===== src/rtl/sdiv_pkg.sv =====
// ============================================================================
// Module   : sdiv_pkg
// Brief    : Shared state encoding and constants for the sdiv_unit divider.
// Revision : 1.0 - initial release
// ============================================================================
`default_nettype none

package sdiv_pkg;

    localparam int unsigned c_xlen_default = 32;

    // Held MSB-aligned at 64 bits; the divider slices off its own XLEN.
    localparam logic [63:0] c_most_neg = 64'h8000_0000_0000_0000;
    localparam logic [63:0] c_dz_quot  = 64'hFFFF_FFFF_FFFF_FFFF;

    typedef enum logic [2:0] {
        ST_IDLE = 3'd0,
        ST_PREP = 3'd1,
        ST_CALC = 3'd2,
        ST_FIX  = 3'd3,
        ST_DONE = 3'd4
    } sdiv_state_t;

endpackage

`default_nettype wire


===== src/rtl/sdiv_step.sv =====
// ============================================================================
// Module   : sdiv_step
// Brief    : One combinational restoring shift-subtract iteration.
// Revision : 1.0 - initial release
// ============================================================================
`default_nettype none

module sdiv_step #(
    parameter int unsigned XLEN = 32
) (
    input  logic [XLEN-1:0] rem_in,
    input  logic            dividend_bit,
    input  logic [XLEN-1:0] divisor,
    output logic [XLEN-1:0] rem_out,
    output logic            quot_bit
);

    logic [XLEN:0] w_shifted;
    logic [XLEN:0] w_diff;

    assign w_shifted = {rem_in, dividend_bit};
    assign w_diff    = w_shifted - {1'b0, divisor};

    // A borrow out of the top bit means the divisor did not fit: restore.
    assign quot_bit = ~w_diff[XLEN];
    assign rem_out  = w_diff[XLEN] ? w_shifted[XLEN-1:0] : w_diff[XLEN-1:0];

endmodule

`default_nettype wire


===== src/rtl/sdiv_unit.sv =====
// ============================================================================
// Module   : sdiv_unit
// Brief    : Multi-cycle restoring divider; two's-complement support is
//            compiled in only when SDIV_SIGNED_EN is defined.
// Revision : 1.0 - initial release
// ============================================================================
`default_nettype none

module sdiv_unit
    import sdiv_pkg::*;
#(
    parameter int unsigned XLEN = c_xlen_default
) (
    input  logic            clk,
    input  logic            rst,
    input  logic            start,
    input  logic [XLEN-1:0] dividend,
    input  logic [XLEN-1:0] divisor,
    input  logic            is_signed,
    output logic            busy,
    output logic            done,
    output logic [XLEN-1:0] quotient,
    output logic [XLEN-1:0] remainder,
    output logic            zero_flag,
    output logic            negative_flag,
    output logic            carry_flag,
    output logic            overflow_flag
);

    localparam logic [XLEN-1:0] c_most_neg_x = c_most_neg[63 -: XLEN];
    localparam logic [XLEN-1:0] c_dz_quot_x  = c_dz_quot[XLEN-1:0];
    localparam logic [XLEN-1:0] c_sat_quot   = ~c_most_neg_x;
    localparam logic [5:0]      c_last_iter  = 6'(XLEN - 1);

    sdiv_state_t     r_state;
    logic [5:0]      r_cnt;
    logic [XLEN-1:0] r_a;
    logic [XLEN-1:0] r_b;
    logic [XLEN-1:0] r_rem;
    logic [XLEN-1:0] r_acc;
    logic [XLEN-1:0] r_dvs;

    logic [XLEN-1:0] w_rem_nxt;
    logic            w_q_bit;
    logic            w_is_ovf;
    logic [XLEN-1:0] w_a_mag;
    logic [XLEN-1:0] w_b_mag;
    logic [XLEN-1:0] w_q_fin;
    logic [XLEN-1:0] w_r_fin;

    sdiv_step #(
        .XLEN(XLEN)
    ) u_step (
        .rem_in       (r_rem),
        .dividend_bit (r_acc[XLEN-1]),
        .divisor      (r_dvs),
        .rem_out      (w_rem_nxt),
        .quot_bit     (w_q_bit)
    );

`ifdef SDIV_SIGNED_EN
    logic r_sgn;
    logic r_q_neg;
    logic r_r_neg;
    logic r_ovf;
    logic w_a_neg;
    logic w_b_neg;

    assign w_a_neg  = r_sgn & r_a[XLEN-1];
    assign w_b_neg  = r_sgn & r_b[XLEN-1];
    assign w_is_ovf = r_sgn && (r_a == c_most_neg_x) && (r_b == '1);
    assign w_a_mag  = w_a_neg ? -r_a : r_a;
    assign w_b_mag  = w_b_neg ? -r_b : r_b;
    assign w_q_fin  = r_q_neg ? -r_acc : r_acc;
    assign w_r_fin  = r_r_neg ? -r_rem : r_rem;
    assign overflow_flag = r_ovf;

    always_ff @(posedge clk) begin
        if (rst) begin
            r_sgn   <= 1'b0;
            r_q_neg <= 1'b0;
            r_r_neg <= 1'b0;
            r_ovf   <= 1'b0;
        end else begin
            if (r_state == ST_IDLE && start) begin
                r_sgn <= is_signed;
            end
            if (r_state == ST_PREP) begin
                r_q_neg <= w_a_neg ^ w_b_neg;
                r_r_neg <= w_a_neg;
                // Only the special-case paths publish a result from PREP.
                if (r_b == '0) begin
                    r_ovf <= 1'b0;
                end else if (w_is_ovf) begin
                    r_ovf <= 1'b1;
                end
            end
            if (r_state == ST_FIX) begin
                r_ovf <= 1'b0;
            end
        end
    end
`else
    logic w_unused_sign;

    assign w_unused_sign = is_signed;
    assign w_is_ovf      = 1'b0;
    assign w_a_mag       = r_a;
    assign w_b_mag       = r_b;
    assign w_q_fin       = r_acc;
    assign w_r_fin       = r_rem;
    assign overflow_flag = 1'b0;
`endif

    always_ff @(posedge clk) begin
        if (rst) begin
            r_state       <= ST_IDLE;
            r_cnt         <= '0;
            r_a           <= '0;
            r_b           <= '0;
            r_rem         <= '0;
            r_acc         <= '0;
            r_dvs         <= '0;
            busy          <= 1'b0;
            done          <= 1'b0;
            quotient      <= '0;
            remainder     <= '0;
            zero_flag     <= 1'b0;
            negative_flag <= 1'b0;
            carry_flag    <= 1'b0;
        end else begin
            case (r_state)
                ST_IDLE: begin
                    done <= 1'b0;
                    if (start) begin
                        r_a     <= dividend;
                        r_b     <= divisor;
                        busy    <= 1'b1;
                        r_state <= ST_PREP;
                    end
                end
                ST_PREP: begin
                    if (r_b == '0) begin
                        quotient      <= c_dz_quot_x;
                        remainder     <= r_a;
                        zero_flag     <= 1'b0;
                        negative_flag <= c_dz_quot_x[XLEN-1];
                        carry_flag    <= 1'b1;
                        done          <= 1'b1;
                        r_state       <= ST_DONE;
                    end else if (w_is_ovf) begin
                        quotient      <= c_sat_quot;
                        remainder     <= '0;
                        zero_flag     <= 1'b0;
                        negative_flag <= c_sat_quot[XLEN-1];
                        carry_flag    <= 1'b0;
                        done          <= 1'b1;
                        r_state       <= ST_DONE;
                    end else begin
                        r_acc   <= w_a_mag;
                        r_dvs   <= w_b_mag;
                        r_rem   <= '0;
                        r_cnt   <= '0;
                        r_state <= ST_CALC;
                    end
                end
                ST_CALC: begin
                    // r_acc shifts dividend bits out the top and quotient bits in.
                    r_rem <= w_rem_nxt;
                    r_acc <= {r_acc[XLEN-2:0], w_q_bit};
                    r_cnt <= r_cnt + 6'd1;
                    if (r_cnt == c_last_iter) begin
                        r_state <= ST_FIX;
                    end
                end
                ST_FIX: begin
                    quotient      <= w_q_fin;
                    remainder     <= w_r_fin;
                    zero_flag     <= (w_q_fin == '0);
                    negative_flag <= w_q_fin[XLEN-1];
                    carry_flag    <= 1'b0;
                    done          <= 1'b1;
                    r_state       <= ST_DONE;
                end
                ST_DONE: begin
                    done    <= 1'b0;
                    busy    <= 1'b0;
                    r_state <= ST_IDLE;
                end
                default: begin
                    done    <= 1'b0;
                    busy    <= 1'b0;
                    r_state <= ST_IDLE;
                end
            endcase
        end
    end

endmodule

`default_nettype wire


===== config.mk =====
export PLATFORM = sky130hd
export DESIGN_NAME = sdiv_unit
export DESIGN_NICKNAME = d
export VERILOG_FILES = /design/src/rtl/sdiv_pkg.sv /design/src/rtl/sdiv_step.sv /design/src/rtl/sdiv_unit.sv
export SDC_FILE = /design/constraint.sdc
export NUM_CORES = 1
export LEC_CHECK = 0
export BUFFER_PORTS_ARGS = -buffer_cell sky130_fd_sc_hd__clkbuf_2
export CORE_ASPECT_RATIO = 0.9
export CORE_MARGIN = 5
export CORE_UTILIZATION = 30
export CTS_BUF_LIST = sky130_fd_sc_hd__clkbuf_8
export DETAILED_ROUTE_END_ITERATION = 16
export GPL_TIMING_DRIVEN = 0
export PLACE_DENSITY = 0.45
export SYNTH_ARGS = -nofsm -noshare
export SYNTH_HDL_FRONTEND = slang
export SYNTH_SLANG_ARGS = --single-unit

===== constraint.sdc =====
create_clock -name clk -period 8.5 [get_ports clk]
set_input_delay 0.425 -clock clk [delete_from_list [all_inputs] [get_ports clk]]
set_output_delay 0.425 -clock clk [all_outputs]
set_load 0.1 [all_outputs]

* Word-level counts from Yosys, hierarchy flattened
Index checks and enable logic that the tools add are counted.
** Cells by class
- Add/subtract/negate cells :: 2
- Eq/ne operators :: 8
- Mux-type cells :: 23
- Bitwise gates (word level) :: 4
- Reduce and logical (&&, ||, !) cells :: 13
** Operators by type and width (count)
- 32-bit one-hot mux with 2 select lines :: 4
- 32-bit 2-to-1 mux :: 5
- 32-bit logical NOT :: 2
- 33-bit by 32-bit subtractor with 33-bit output :: 1
- 2-bit AND reduction :: 7
- 3-bit one-hot mux with 4 select lines :: 1
- 6-bit one-hot mux with 2 select lines :: 1
- 3-bit 2-to-1 mux :: 3
- 2-bit != test, second input constant :: 4
- 1-bit one-hot mux with 2 select lines :: 4
- 6-bit by 1-bit adder with 6-bit output, second input constant :: 1
- 3-bit by 2-bit == test with 1-bit output, second input constant :: 2
- 6-bit by 5-bit == test with 1-bit output, second input constant :: 1
- 6-bit 2-to-1 mux :: 1
- 1-bit NOT :: 4
- 2-bit nonzero test :: 2
- 3-bit by 1-bit == test with 1-bit output, second input constant :: 1
- 3-bit logical NOT :: 1
- 1-bit 2-to-1 mux :: 3
- 1-bit one-hot mux with 3 select lines :: 1
- 3-bit OR reduction :: 1
** Word-level totals
- Register bits :: 238
- Input port bits :: 68
- Output and inout bits :: 70
- Word-level logic and storage cells :: 64

* Longest topological paths before layout
Gate-level depths: netlist of the first run.
- Depth in word-level cells :: 4
- Mapped depth :: 14
- Gate-level depth less buffers :: 12

* By module
A second synthesis of the first run with hierarchy kept.
** Second synthesis, totals
- Cells, all modules :: 1428
- Area, all modules :: 11492.3 um2
** Modules (own cells, without submodules)
- sdiv_unit :: times used 1, cells an instance 1123, area an instance 9133.8 um2, sequential area each 4744.6 um2
- sdiv_step :: times used 1, cells an instance 305, area an instance 2358.5 um2, sequential area each 0.0 um2

* Worst setup path after synthesis of the first run
Ideal clock, no wire load.
- Path type :: register to register
- Start :: register r_acc[31]
- End :: register r_rem[31]
- Setup time :: 0.119 ns
- Arrival :: 2.726 ns
- Data required time :: 8.381 ns
- Slack :: 5.654 ns
- Stages on the path, launching flop included :: 13
- Buffers on the path :: 0
- Clock period less this slack :: 2.846 ns
- Cell sequence :: dfxtp_1 -> inv_1 -> ha_1 -> inv_1 -> fa_1 -> a211oi_2 -> o211a_4 -> o22ai_4 -> a2111oi_4 -> nor3_1 -> or3_4 -> a32o_1 -> o21bai_1
** Between the ends
- Longest elaborated chain between the ends :: 3
** Ends and longest elaborated chain
- start, declared :: line sdiv_unit.sv:40 : logic [XLEN-1:0] r_acc;
- start signal, assigned :: line sdiv_unit.sv:160 : r_acc <= w_a_mag;
- start signal, assigned :: line sdiv_unit.sv:170 : r_acc <= {r_acc[XLEN-2:0], w_q_bit};
- 33-bit by 32-bit subtractor with 33-bit output :: line sdiv_step.sv:22 : assign w_diff = w_shifted - {1'b0, divisor};
- 32-bit 2-to-1 mux :: line sdiv_step.sv:26 : assign rem_out = w_diff[XLEN] ? w_shifted[XLEN-1:0] : w_diff[XLEN-1:0];
- 32-bit one-hot mux with 2 select lines :: line sdiv_unit.sv:132 : case (r_state)
- end signal, assigned :: line sdiv_unit.sv:169 : r_rem <= w_rem_nxt;
- end, declared :: line sdiv_unit.sv:39 : logic [XLEN-1:0] r_rem;
Every way passes these cells.
A chain may end at the register's enable or synchronous reset.

* Worst setup path in the final report of the first run
- Start :: register r_acc[31]
- End :: register r_rem[26]
Same word-level chain as after synthesis.

==> impl_metrics.json, run 1 <==
{
  "min_clock_period_post_route_ns": 3.42,
  "vdd_drop_max_v": 0.000251,
  "dpl_cell_area_sq_mm": 0.0124,
  "design_area_sq_mm": 0.0132,
  "reg2reg_setup_slack_ns": 5.08,
  "detailed_route_wirelength_on_metal3_um": 1990,
  "maximum_number_of_pins_on_one_net_before_global_route_repair": 12,
  "final_layout_size_suffix_gt1_frac": 0.141,
  "finalSetupViolCount": 0,
  "synth.most_common_cell": "sky130_fd_sc_hd__nand2_1",
  "first_global_vias": 10500,
  "cts_num_sinks": 237,
  "post_cts_resized": 0,
  "setup.worst_path.start_class": "flip-flop",
  "grt_overflow_total": 0,
  "wl_met1_um": 19400,
  "wl_per_cell_um": 17.9,
  "placed_cells_incl_taps": 2054,
  "cts_setup_buffers": 0,
  "total_switching_power_mw": 1.71,
  "fillCellCount": 4000,
  "synth_area_leader_cell": "sky130_fd_sc_hd__dfxtp_1",
  "overall_die_area_sq_mm": 0.0409,
  "share_comb_of_total_power": 0.451,
  "path_clk_slew_ns": 0.06,
  "syn_area_per_cell_sq_um": 7.68,
  "synth-compound-area-share": 0.193,
  "initial_utilization": 0.305,
  "crit_path_end_kind": "flip-flop",
  "timing.fmax_mhz": 292,
  "cts_root_buf": "sky130_fd_sc_hd__clkbuf_8",
  "routed_via_density": 5.01,
  "ys_seq_area_frac": 0.428,
  "drt_first_iter_violations": 707,
  "crit_path_max_fanout": 10,
  "synthesis.area_sq_mm": 0.0111,
  "ys.flop_type": "sky130_fd_sc_hd__dfxtp_1",
  "timing_hold_violations_final": 0,
  "tightest_slew_ns": 1.07,
  "min_delay_path_depth": 3,
  "startpoint_of_the_worst_register_to_register_path": "r_acc[31]",
  "final_net_count": 1726,
  "drt_wl_total_um": 38200,
  "synth_async_sr_flop_share": 0,
  "cts_tree": "built",
  "insertion_delay_ns": 0.56,
  "drc_errors_left": 0,
  "timing.final.max_slew_violations": 0,
  "p_sw_frac": 0.403,
  "synth_edf_count": 0,
  "synth_nets": 1545,
  "synth_fa_ha_area_frac": 0.0391,
  "finalClockSkew_ns": 0.0218,
  "synth_top_family_by_area": "simple AND/OR/NAND/NOR gates",
  "status": "finished, final reports clean",
  "synthSimpleGateAreaFrac": 0.248,
  "firstDrtPassIters": 5,
  "netlist.area_leader.share": 0.428,
  "whs_endpoint": "r_b[18]",
  "core_area_sq_mm": 0.0363,
  "worst_hold_startpoint": "divisor[18]",
  "chipHeight_um": 192,
  "highest-signal-layer": "met5",
  "ys_seq_elements": 237,
  "ys.warnings.count": 0,
  "cp_data_arrival_time_ns": 3.89,
  "timing.max_slew.rel_slack": 0.279,
  "cts_hold_repair.buffers": 0,
  "powerDensity_mw_per_mm2": 321,
  "synth.top_cells.by_area": "sky130_fd_sc_hd__dfxtp_1, sky130_fd_sc_hd__nand2_1, sky130_fd_sc_hd__a21oi_1",
  "antenna_violations_before_repair": 1,
  "die_width_um": 213,
  "holdCritPathClass": "input pin to flip-flop",
  "hpwlAfterDp_um": 29500,
  "timing.setup.critical_path_class": "flip-flop to flip-flop",
  "r2r_end": "r_rem[26]",
  "cts_htree_levels": 2,
  "boundaryPins": 138,
  "wl_met2_um": 16000,
  "critical_path.startpoint": "r_acc[31]",
  "place.port_buffers": 134,
  "cellInternalPower_mw": 2.53,
  "grt_setup_unrepaired": "false",
  "antenna_violating_nets_post_route": 0,
  "grt_util_all_layers": 0.182,
  "first_pass_grt_wire_length_um": 59000,
  "synth_mux_area_frac": 0.0217,
  "post_synth_inst_count": 1443,
  "synthToLayoutAreaGrowth_pct": 19.1,
  "yosys.cell_types.count": 66,
  "max-cap-violations": 0,
  "timing.final.crit_share": 0.402,
  "cts_buffer_depth": 3,
  "p_clk_frac": 0.247,
  "ff2ff_path_depth": 14,
  "antenna_cells": 0,
  "yosys.area_share.xor_xnor": 0.0158,
  "finalSetupTns_ns": 0,
  "floorplan.rows": 66,
  "total_clock_buffers_created_by_cts": 44,
  "static-leakage-power_nw": 5.16,
  "finalWeightedCongestion": 0.847,
  "worst-endpoint-required_ns": 8.97,
  "power.sequential.fraction": 0.302,
  "instances_no_fill": 2132,
  "dr_total_vias": 10700,
  "synth.top_cells.by_count": "sky130_fd_sc_hd__nand2_1, sky130_fd_sc_hd__dfxtp_1, sky130_fd_sc_hd__nor2_1"
}
## placed cells by master, fill, tap and decap left out, types with 8 or more instances in the layout
master                     instances
sky130_fd_sc_hd__nand2_1         347
sky130_fd_sc_hd__dfxtp_1         237
sky130_fd_sc_hd__nor2_1          166
sky130_fd_sc_hd__a21oi_1         138
sky130_fd_sc_hd__clkbuf_2        135
sky130_fd_sc_hd__clkbuf_1         76
sky130_fd_sc_hd__a311oi_1         63
sky130_fd_sc_hd__inv_1            62
sky130_fd_sc_hd__clkbuf_8         53
sky130_fd_sc_hd__nand3_1          44
sky130_fd_sc_hd__nor3_1           42
sky130_fd_sc_hd__o21ai_0          33
sky130_fd_sc_hd__ha_1             33
sky130_fd_sc_hd__mux2i_1          24
sky130_fd_sc_hd__o21ai_1          21
sky130_fd_sc_hd__nor4_1           19
sky130_fd_sc_hd__buf_2            13
sky130_fd_sc_hd__xnor2_1          13
sky130_fd_sc_hd__o211ai_1         11
sky130_fd_sc_hd__o21a_1            9
sky130_fd_sc_hd__a211oi_1          9
sky130_fd_sc_hd__a21o_1            8
sky130_fd_sc_hd__nand4_1           8
## per-layer routing
layer	track usage	up-vias
li1	-	5361
met1	0.273	5022
met2	0.271	230
met3	0.0332	62
met4	0.0445	2
met5	0	-
## cells by family (layout without fill, tap and decap cells)
family          count (synthesis)  after routing
mux                            24             24
xor+xnor                       20             20
other cells                     1              1
fa+ha+maj                      34             34
flops                         237            237
buf+inv                       144            357
simple gates                  658            658
compound gates                325            325
## sequential cells by signal, indices dropped and copies added (netlist names)
name        cells
quotient       32
r_a            32
r_acc          32
r_b            32
r_dvs          32
r_rem          32
remainder      32
r_cnt           6
r_state         3
busy            1
carry_flag      1
done            1
zero_flag       1
## cell type report
cell class | count | area (sq um) | share of cell area
Buffer | 102 | 434 | 0.0329
Clock buffer | 53 | 729 | 0.0552
Clock inverter | 25 | 106 | 0.00805
Inverter | 42 | 158 | 0.0119
Multi-Input combinational cell | 1062 | 5750 | 0.436
Sequential cell | 237 | 4740 | 0.359
Tap cell | 476 | 596 | 0.0451
Timing Repair Buffer | 135 | 686 | 0.0519
## power by group through the flow
stage,clock network (mW),registers (mW),logic (mW)
CTS,1.09,1.28,1.91
global route,1.14,1.29,2.08
floorplan,0,1.35,1.40
global placement,0,1.30,1.90
finish,1.05,1.28,1.91
detailed placement,0,1.30,1.90
## stage by stage
stage	setup WS, ns	utilization	power [mW]	hold WS, ns
after floorplan	5.65	-	2.74	0.436
after global placement	4.78	0.340	3.20	0.447
after detailed placement	5.12	0.340	3.20	0.448
after CTS	5.04	0.363	4.28	0.0550
after global routing	4.86	0.363	4.51	0.0800
final	5.08	0.363	4.23	0.0901
## worst max-delay path by stage
stage	endpoint	slack, ns
2_1_floorplan	r_rem[31]	5.65
3_3_place_gp	r_a[29]	4.78
3_5_place_dp	r_rem[26]	5.12
4_1_cts	r_rem[26]	5.04
5_1_grt	r_rem[26]	4.86
6_report	r_rem[26]	5.08
## critical path, cell delays in order, from the launching register on
cell and delay [ns]:
sky130_fd_sc_hd__dfxtp_1 0.36, sky130_fd_sc_hd__inv_1 0.12, sky130_fd_sc_hd__ha_1 0.18, sky130_fd_sc_hd__inv_1 0.06
sky130_fd_sc_hd__fa_1 0.43, sky130_fd_sc_hd__a211oi_2 0.29, sky130_fd_sc_hd__o211a_4 0.23, sky130_fd_sc_hd__o22ai_4 0.12
sky130_fd_sc_hd__a2111oi_4 0.41, sky130_fd_sc_hd__nor3_1 0.15, sky130_fd_sc_hd__nor3_2 0.19, sky130_fd_sc_hd__buf_4 0.24
sky130_fd_sc_hd__buf_6 0.21, sky130_fd_sc_hd__o21ai_0 0.16, sky130_fd_sc_hd__o211ai_1 0.18
Power figures use the tool's default switching activity.
==> inputs of run 2 (changes only) <==
- PLACE_DENSITY: 0.45 -> 0.46
- clock period: 8.5 -> 2.79 ns (I/O delays scaled with it)
==> impl_metrics.json, run 2 (synthesized netlist as in run 1, its figures left out) <==
{
  "cts_root_buf": "sky130_fd_sc_hd__clkbuf_8",
  "floorplan.rows": 66,
  "drt_first_iter_violations": 712,
  "cts_htree_levels": 2,
  "first_global_vias": 10900,
  "finalSetupTns_ns": -7.52,
  "wl_per_cell_um": 18.3,
  "firstDrtPassIters": 5,
  "holdCritPathClass": "input pin to flip-flop",
  "static-leakage-power_nw": 5.59,
  "timing.setup.critical_path_class": "flip-flop to flip-flop",
  "timing.final.crit_share": 1.10,
  "place.port_buffers": 134,
  "path_clk_slew_ns": 0.06,
  "overall_die_area_sq_mm": 0.0409,
  "finalSetupViolCount": 33,
  "finalWeightedCongestion": 0.901,
  "final_layout_size_suffix_gt1_frac": 0.160,
  "grt_util_all_layers": 0.195,
  "placed_cells_incl_taps": 2054,
  "dpl_cell_area_sq_mm": 0.0124,
  "cts_num_sinks": 237,
  "total_clock_buffers_created_by_cts": 45,
  "dr_total_vias": 11000,
  "grt_overflow_total": 0,
  "timing.fmax_mhz": 324,
  "crit_path_end_kind": "flip-flop",
  "synthToLayoutAreaGrowth_pct": 27.8,
  "fillCellCount": 3912,
  "status": "finished with violations",
  "insertion_delay_ns": 0.58,
  "crit_path_max_fanout": 10,
  "hpwlAfterDp_um": 30800,
  "total_power_mw": 14.5,
  "antenna_cells": 0,
  "final_net_count": 1801,
  "routed_via_density": 4.99,
  "cts_tree": "built",
  "initial_utilization": 0.305,
  "mostFrequentLayoutCell": "sky130_fd_sc_hd__nand2_1",
  "ff2ff_path_depth": 15,
  "timing.final.ws_setup_ns": -0.293,
  "timing.max_slew.rel_slack": 0.331,
  "setup.worst_path.start_class": "flip-flop",
  "core_area_sq_mm": 0.0363,
  "min_delay_path_depth": 4,
  "first_pass_grt_wire_length_um": 62500,
  "timing_hold_violations_final": 0,
  "dp_slack_ns": -0.539,
  "instances_no_fill": 2210,
  "powerDensity_mw_per_mm2": 1030,
  "maximum_number_of_pins_on_one_net_before_global_route_repair": 13,
  "die_width_um": 213,
  "antenna_violating_nets_post_route": 0,
  "most-common-layout-cells": "sky130_fd_sc_hd__nand2_1, sky130_fd_sc_hd__dfxtp_1, sky130_fd_sc_hd__nor2_1",
  "cp_data_arrival_time_ns": 3.50,
  "grt_setup_unrepaired": "true",
  "boundaryPins": 138,
  "antenna_violations_before_repair": 0,
  "cts_buffer_depth": 3,
  "worst-endpoint-required_ns": 3.21,
  "max-cap-violations": 0,
  "finalClockSkew_ns": 0.0287,
  "drt_wl_total_um": 40400,
  "tightest_slew_ns": 1.00,
  "vdd_drop_max_v": 0.000900,
  "design_area_sq_mm": 0.0142,
  "drc_errors_left": 0,
  "min_clock_period_post_route_ns": 3.08,
  "violations_in_the_final_reports": "negative setup slack",
  "timing.final.max_slew_violations": 0,
  "chipHeight_um": 192
}
-- run 2: critical path, cell delays in order (launching register included) --
cell                        delay [ns]
sky130_fd_sc_hd__dfxtp_4          0.35
sky130_fd_sc_hd__inv_4            0.07
sky130_fd_sc_hd__ha_4             0.12
sky130_fd_sc_hd__inv_2            0.03
sky130_fd_sc_hd__fa_2             0.36
sky130_fd_sc_hd__a211oi_4         0.26
sky130_fd_sc_hd__o211a_4          0.23
sky130_fd_sc_hd__o22ai_4          0.12
sky130_fd_sc_hd__a2111oi_4        0.30
sky130_fd_sc_hd__buf_4            0.20
sky130_fd_sc_hd__nor3_4           0.06
sky130_fd_sc_hd__nor3_4           0.21
sky130_fd_sc_hd__buf_12           0.15
sky130_fd_sc_hd__buf_12           0.14
sky130_fd_sc_hd__mux2i_2          0.21
sky130_fd_sc_hd__o2bb2ai_1        0.08
-- run 2: timing repair --
action                                  CTS  global route
hold buffers                             65             0
gates resized for setup                  30            28
endpoints found under the setup margin  158           132
setup buffers                             9             2
cloned                                    0             0
endpoints found under the hold margin    66             0
pin swaps                                11             6
-- run 2: layout make-up --
| type | instances | area (sq um) | area share |
|---|---|---|---|
| Multi-Input combinational cell | 1062 | 5860 | 0.414 |
| Buffer | 100 | 475 | 0.0336 |
| Clock inverter | 27 | 121 | 0.00857 |
| Inverter | 42 | 160 | 0.0113 |
| Tap cell | 476 | 596 | 0.0421 |
| Timing Repair Buffer | 211 | 1450 | 0.102 |
| Clock buffer | 55 | 757 | 0.0535 |
| Sequential cell | 237 | 4750 | 0.335 |
-- run 2: report_power, final --
part           switching [mW]  internal (mW)  leakage (nW)  total [mW]
logic                    3.90           3.39          3.13        7.29
clock network            1.54           1.79         0.531        3.33
registers               0.296           3.63          1.93        3.92
-- run 2: path summary, 6_finish.rpt --
kind / from / slack, ns / end
hold / removal: divisor[16] / 0.33 / r_b[16]
setup reg to reg: r_acc[31] / -0.29 / r_rem[18]
hold reg to reg: r_dvs[22] / 0.46 / r_dvs[22]
setup / recovery: r_acc[31] / -0.29 / r_rem[18]
-- run 2: per-layer routing --
layer | routed length (um) | track usage | vias to the layer above
li1 | - | - | 5512
met5 | 0 | 0 | -
met3 | 2160 | 0.0364 | 55
met4 | 773 | 0.0453 | 0
met2 | 17000 | 0.291 | 252
met1 | 20500 | 0.290 | 5218
-- run 2: per-stage QoR --
| step | utilization | hold slack (ns) |
|---|---|---|
| floorplan | - | 0.275 |
| global route | 0.390 | 0.350 |
| CTS | 0.388 | 0.308 |
| finish | 0.390 | 0.333 |
| detailed placement | 0.341 | 0.370 |
| global placement | 0.341 | 0.364 |
==> inputs of run 3 (changes only) <==
- ABC_AREA: default -> 1
==> impl_metrics.json, run 3 <==
{
  "synth_async_sr_flop_share": 0,
  "synthToLayoutAreaGrowth_pct": 22.6,
  "timing.final.crit_share": 0.941,
  "drt_wl_total_um": 43700,
  "chipHeight_um": 204,
  "fillCellCount": 4523,
  "most-common-layout-cells": "sky130_fd_sc_hd__nand2_1, sky130_fd_sc_hd__inv_1, sky130_fd_sc_hd__o21ai_0",
  "maximum_number_of_pins_on_one_net_before_global_route_repair": 11,
  "status": "finished, final reports clean",
  "boundaryPins": 138,
  "powerDensity_mw_per_mm2": 1130,
  "finalSetupViolCount": 0,
  "grt_util_all_layers": 0.187,
  "finalWeightedCongestion": 0.874,
  "ys_seq_elements": 237,
  "multi_input_comb_area_sq_mm": 0.00628,
  "detailed_route_wirelength_on_metal3_um": 2100,
  "timing.max_slew.rel_slack": 0.371,
  "drt_first_iter_violations": 823,
  "placed_cells_incl_taps": 2540,
  "finalClockSkew_ns": 0.0236,
  "die_width_um": 225,
  "timing.final.max_slew_violations": 0,
  "critical_path.slowest_cell": "sky130_fd_sc_hd__fa_1",
  "finalSetupTns_ns": 0,
  "instances_no_fill": 2679,
  "synthesis.area_sq_mm": 0.0125,
  "first_pass_grt_wire_length_um": 67600,
  "worst-endpoint-required_ns": 3.22,
  "firstDrtPassIters": 6,
  "crit_chain": "inv_1 > ha_1 > inv_1 > fa_1 > nand2_1 > nand2_1 > nand3_2 > nand2_2 > nand2_2 > nand2_2 > nand2_4 > nand3_2 > nand2_4 > buf_6 > nand3_1 > nand2_1 > a21oi_1",
  "timing.setup.critical_path_class": "flip-flop to flip-flop",
  "ys_seq_area_frac": 0.379,
  "setup.worst_path.start_class": "flip-flop",
  "min_clock_period_post_route_ns": 2.63,
  "antenna_cells": 0,
  "crit_path_max_fanout": 10,
  "grt_setup_unrepaired": "false",
  "ys.flop_type": "sky130_fd_sc_hd__dfxtp_1",
  "wl_met2_um": 18800,
  "mostFrequentLayoutCell": "sky130_fd_sc_hd__nand2_1",
  "antenna_violating_nets_post_route": 0,
  "layout.core_utilization": 0.370,
  "tightest_slew_ns": 0.943,
  "vdd_drop_max_v": 0.000570,
  "yosys.cell_types.count": 41,
  "cts_htree_levels": 2,
  "static-leakage-power_nw": 7.01,
  "floorplan.rows": 71,
  "first_global_vias": 12000,
  "synth.top_cells.by_count": "sky130_fd_sc_hd__nand2_1, sky130_fd_sc_hd__inv_1, sky130_fd_sc_hd__o21ai_0",
  "critical-path-max-stage-delay_ns": 0.42,
  "place.port_buffers": 134,
  "routed_via_density": 4.63,
  "path_clk_slew_ns": 0.06,
  "netlist.area_leader.share": 0.379,
  "hpwlAfterDp_um": 34900,
  "drc_errors_left": 0,
  "timing.fmax_mhz": 381,
  "synth_edf_count": 0,
  "initial_utilization": 0.302,
  "syn_area_per_cell_sq_um": 6.73,
  "post_synth_inst_count": 1859,
  "final_net_count": 2206,
  "timing_hold_violations_final": 0,
  "final_layout_size_suffix_gt1_frac": 0.157,
  "cts_root_buf": "sky130_fd_sc_hd__clkbuf_8",
  "cts_tree": "built",
  "cts_buffer_depth": 3,
  "wl_met1_um": 22100,
  "ys.warnings.count": 0,
  "crit_path_end_kind": "flip-flop",
  "grt_overflow_total": 0,
  "antenna_violations_before_repair": 0,
  "max-cap-violations": 0,
  "register_area_sq_mm": 0.00474,
  "synth.top_cells.by_area": "sky130_fd_sc_hd__dfxtp_1, sky130_fd_sc_hd__nand2_1, sky130_fd_sc_hd__o21ai_0",
  "total_clock_buffers_created_by_cts": 43,
  "highest-signal-layer": "met4",
  "insertion_delay_ns": 0.58,
  "holdCritPathClass": "input pin to flip-flop",
  "synth_area_leader_cell": "sky130_fd_sc_hd__dfxtp_1",
  "dr_total_vias": 12400,
  "overall_die_area_sq_mm": 0.0459,
  "core_area_sq_mm": 0.0415,
  "synth.most_common_cell": "sky130_fd_sc_hd__nand2_1",
  "wl_per_cell_um": 16.3,
  "cp_data_arrival_time_ns": 3.06,
  "synth_nets": 1961,
  "cts_num_sinks": 237
}
==> run 3: cell count changes after synthesis, moves of 24 or more <==
cell | previous run | this run
sky130_fd_sc_hd__nor3_1 | 43 | 10
sky130_fd_sc_hd__o21ai_0 | 33 | 252
sky130_fd_sc_hd__a311oi_1 | 63 | 0
sky130_fd_sc_hd__nand2_1 | 347 | 410
sky130_fd_sc_hd__inv_1 | 42 | 265
sky130_fd_sc_hd__a21oi_1 | 138 | 162
sky130_fd_sc_hd__mux2i_1 | 24 | 0
sky130_fd_sc_hd__nand2_2 | 0 | 25
==> run 3: path summary, 6_finish.rpt <==
check	startpoint	endpoint	depth (start not counted)	slack, ns
max	r_acc[31]	r_rem[29]	17	0.16
min	rst	r_state[1]	3	0.19
max reg2reg	r_acc[31]	r_rem[29]	17	0.16
min reg2reg	r_dvs[28]	r_dvs[28]	2	0.46
==> run 3: critical path: cells and delay by family (launching register included) <==
family | cells | cell delay [ns]
AOI/OAI and AO/OA | 1 | 0.06
adders and majority gates | 2 | 0.58
buffers and inverters | 3 | 0.36
DFF | 1 | 0.32
and+or+nand+nor | 11 | 1.13
==> run 3: what timing repair did <==
item                                   in CTS  in global routing
endpoints found under the hold margin      66                  0
setup endpoints to repair                   0                 10
hold buffers                               65                  0
setup buffers                               0                  0
gates resized for setup                     0                  4
==> run 3: area by class of cell <==
class | count | area share
clock inverters | 23 | 0.00587
clock buffers | 50 | 0.0448
flip-flops and latches | 237 | 0.309
repair buffers | 200 | 0.0877
multi-input cells | 1248 | 0.409
inverters | 277 | 0.0678
plain buffers | 97 | 0.0310
well taps | 547 | 0.0446
==> run 3: cells by family after synthesis <==
group / Yosys count / synth area share
AND/OR/NAND/NOR: 750 / 0.267
XOR/XNOR: 15 / 0.0105
other: 1 / 0.000300
buffers and inverters: 374 / 0.121
adder cells (fa/ha/maj): 34 / 0.0346
AO/OA/AOI/OAI: 448 / 0.188
flip-flops: 237 / 0.379
==> run 3: per-layer routing <==
layer | up-vias | track usage
met5 | - | 0
met4 | 0 | 0.0452
met3 | 45 | 0.0268
met2 | 271 | 0.290
met1 | 5703 | 0.276
li1 | 6382 | -
==> run 3: metrics by stage <==
| stage | hold WS, ns | area (sq um) | total power [mW] | setup slack (ns) |
|---|---|---|---|---|
| 3_3_place_gp | 0.421 | 13900 | 14.1 | 0.200 |
| 2_1_floorplan | 0.333 | 12500 | 11.8 | 0.649 |
| 4_1_cts | 0.185 | 15300 | 17.4 | 0.156 |
| 3_5_place_dp | 0.423 | 13900 | 14.2 | 0.170 |
| 5_1_grt | 0.211 | 15300 | 18.7 | 0.000508 |
| 6_report | 0.192 | 15300 | 17.4 | 0.164 |
==> run 3: report_power, final <==
group          internal (mW)  switching [mW]  total, mW
clock network           1.61            1.46       3.07
logic                   2.58            6.98       9.56
registers               4.21           0.525       4.73
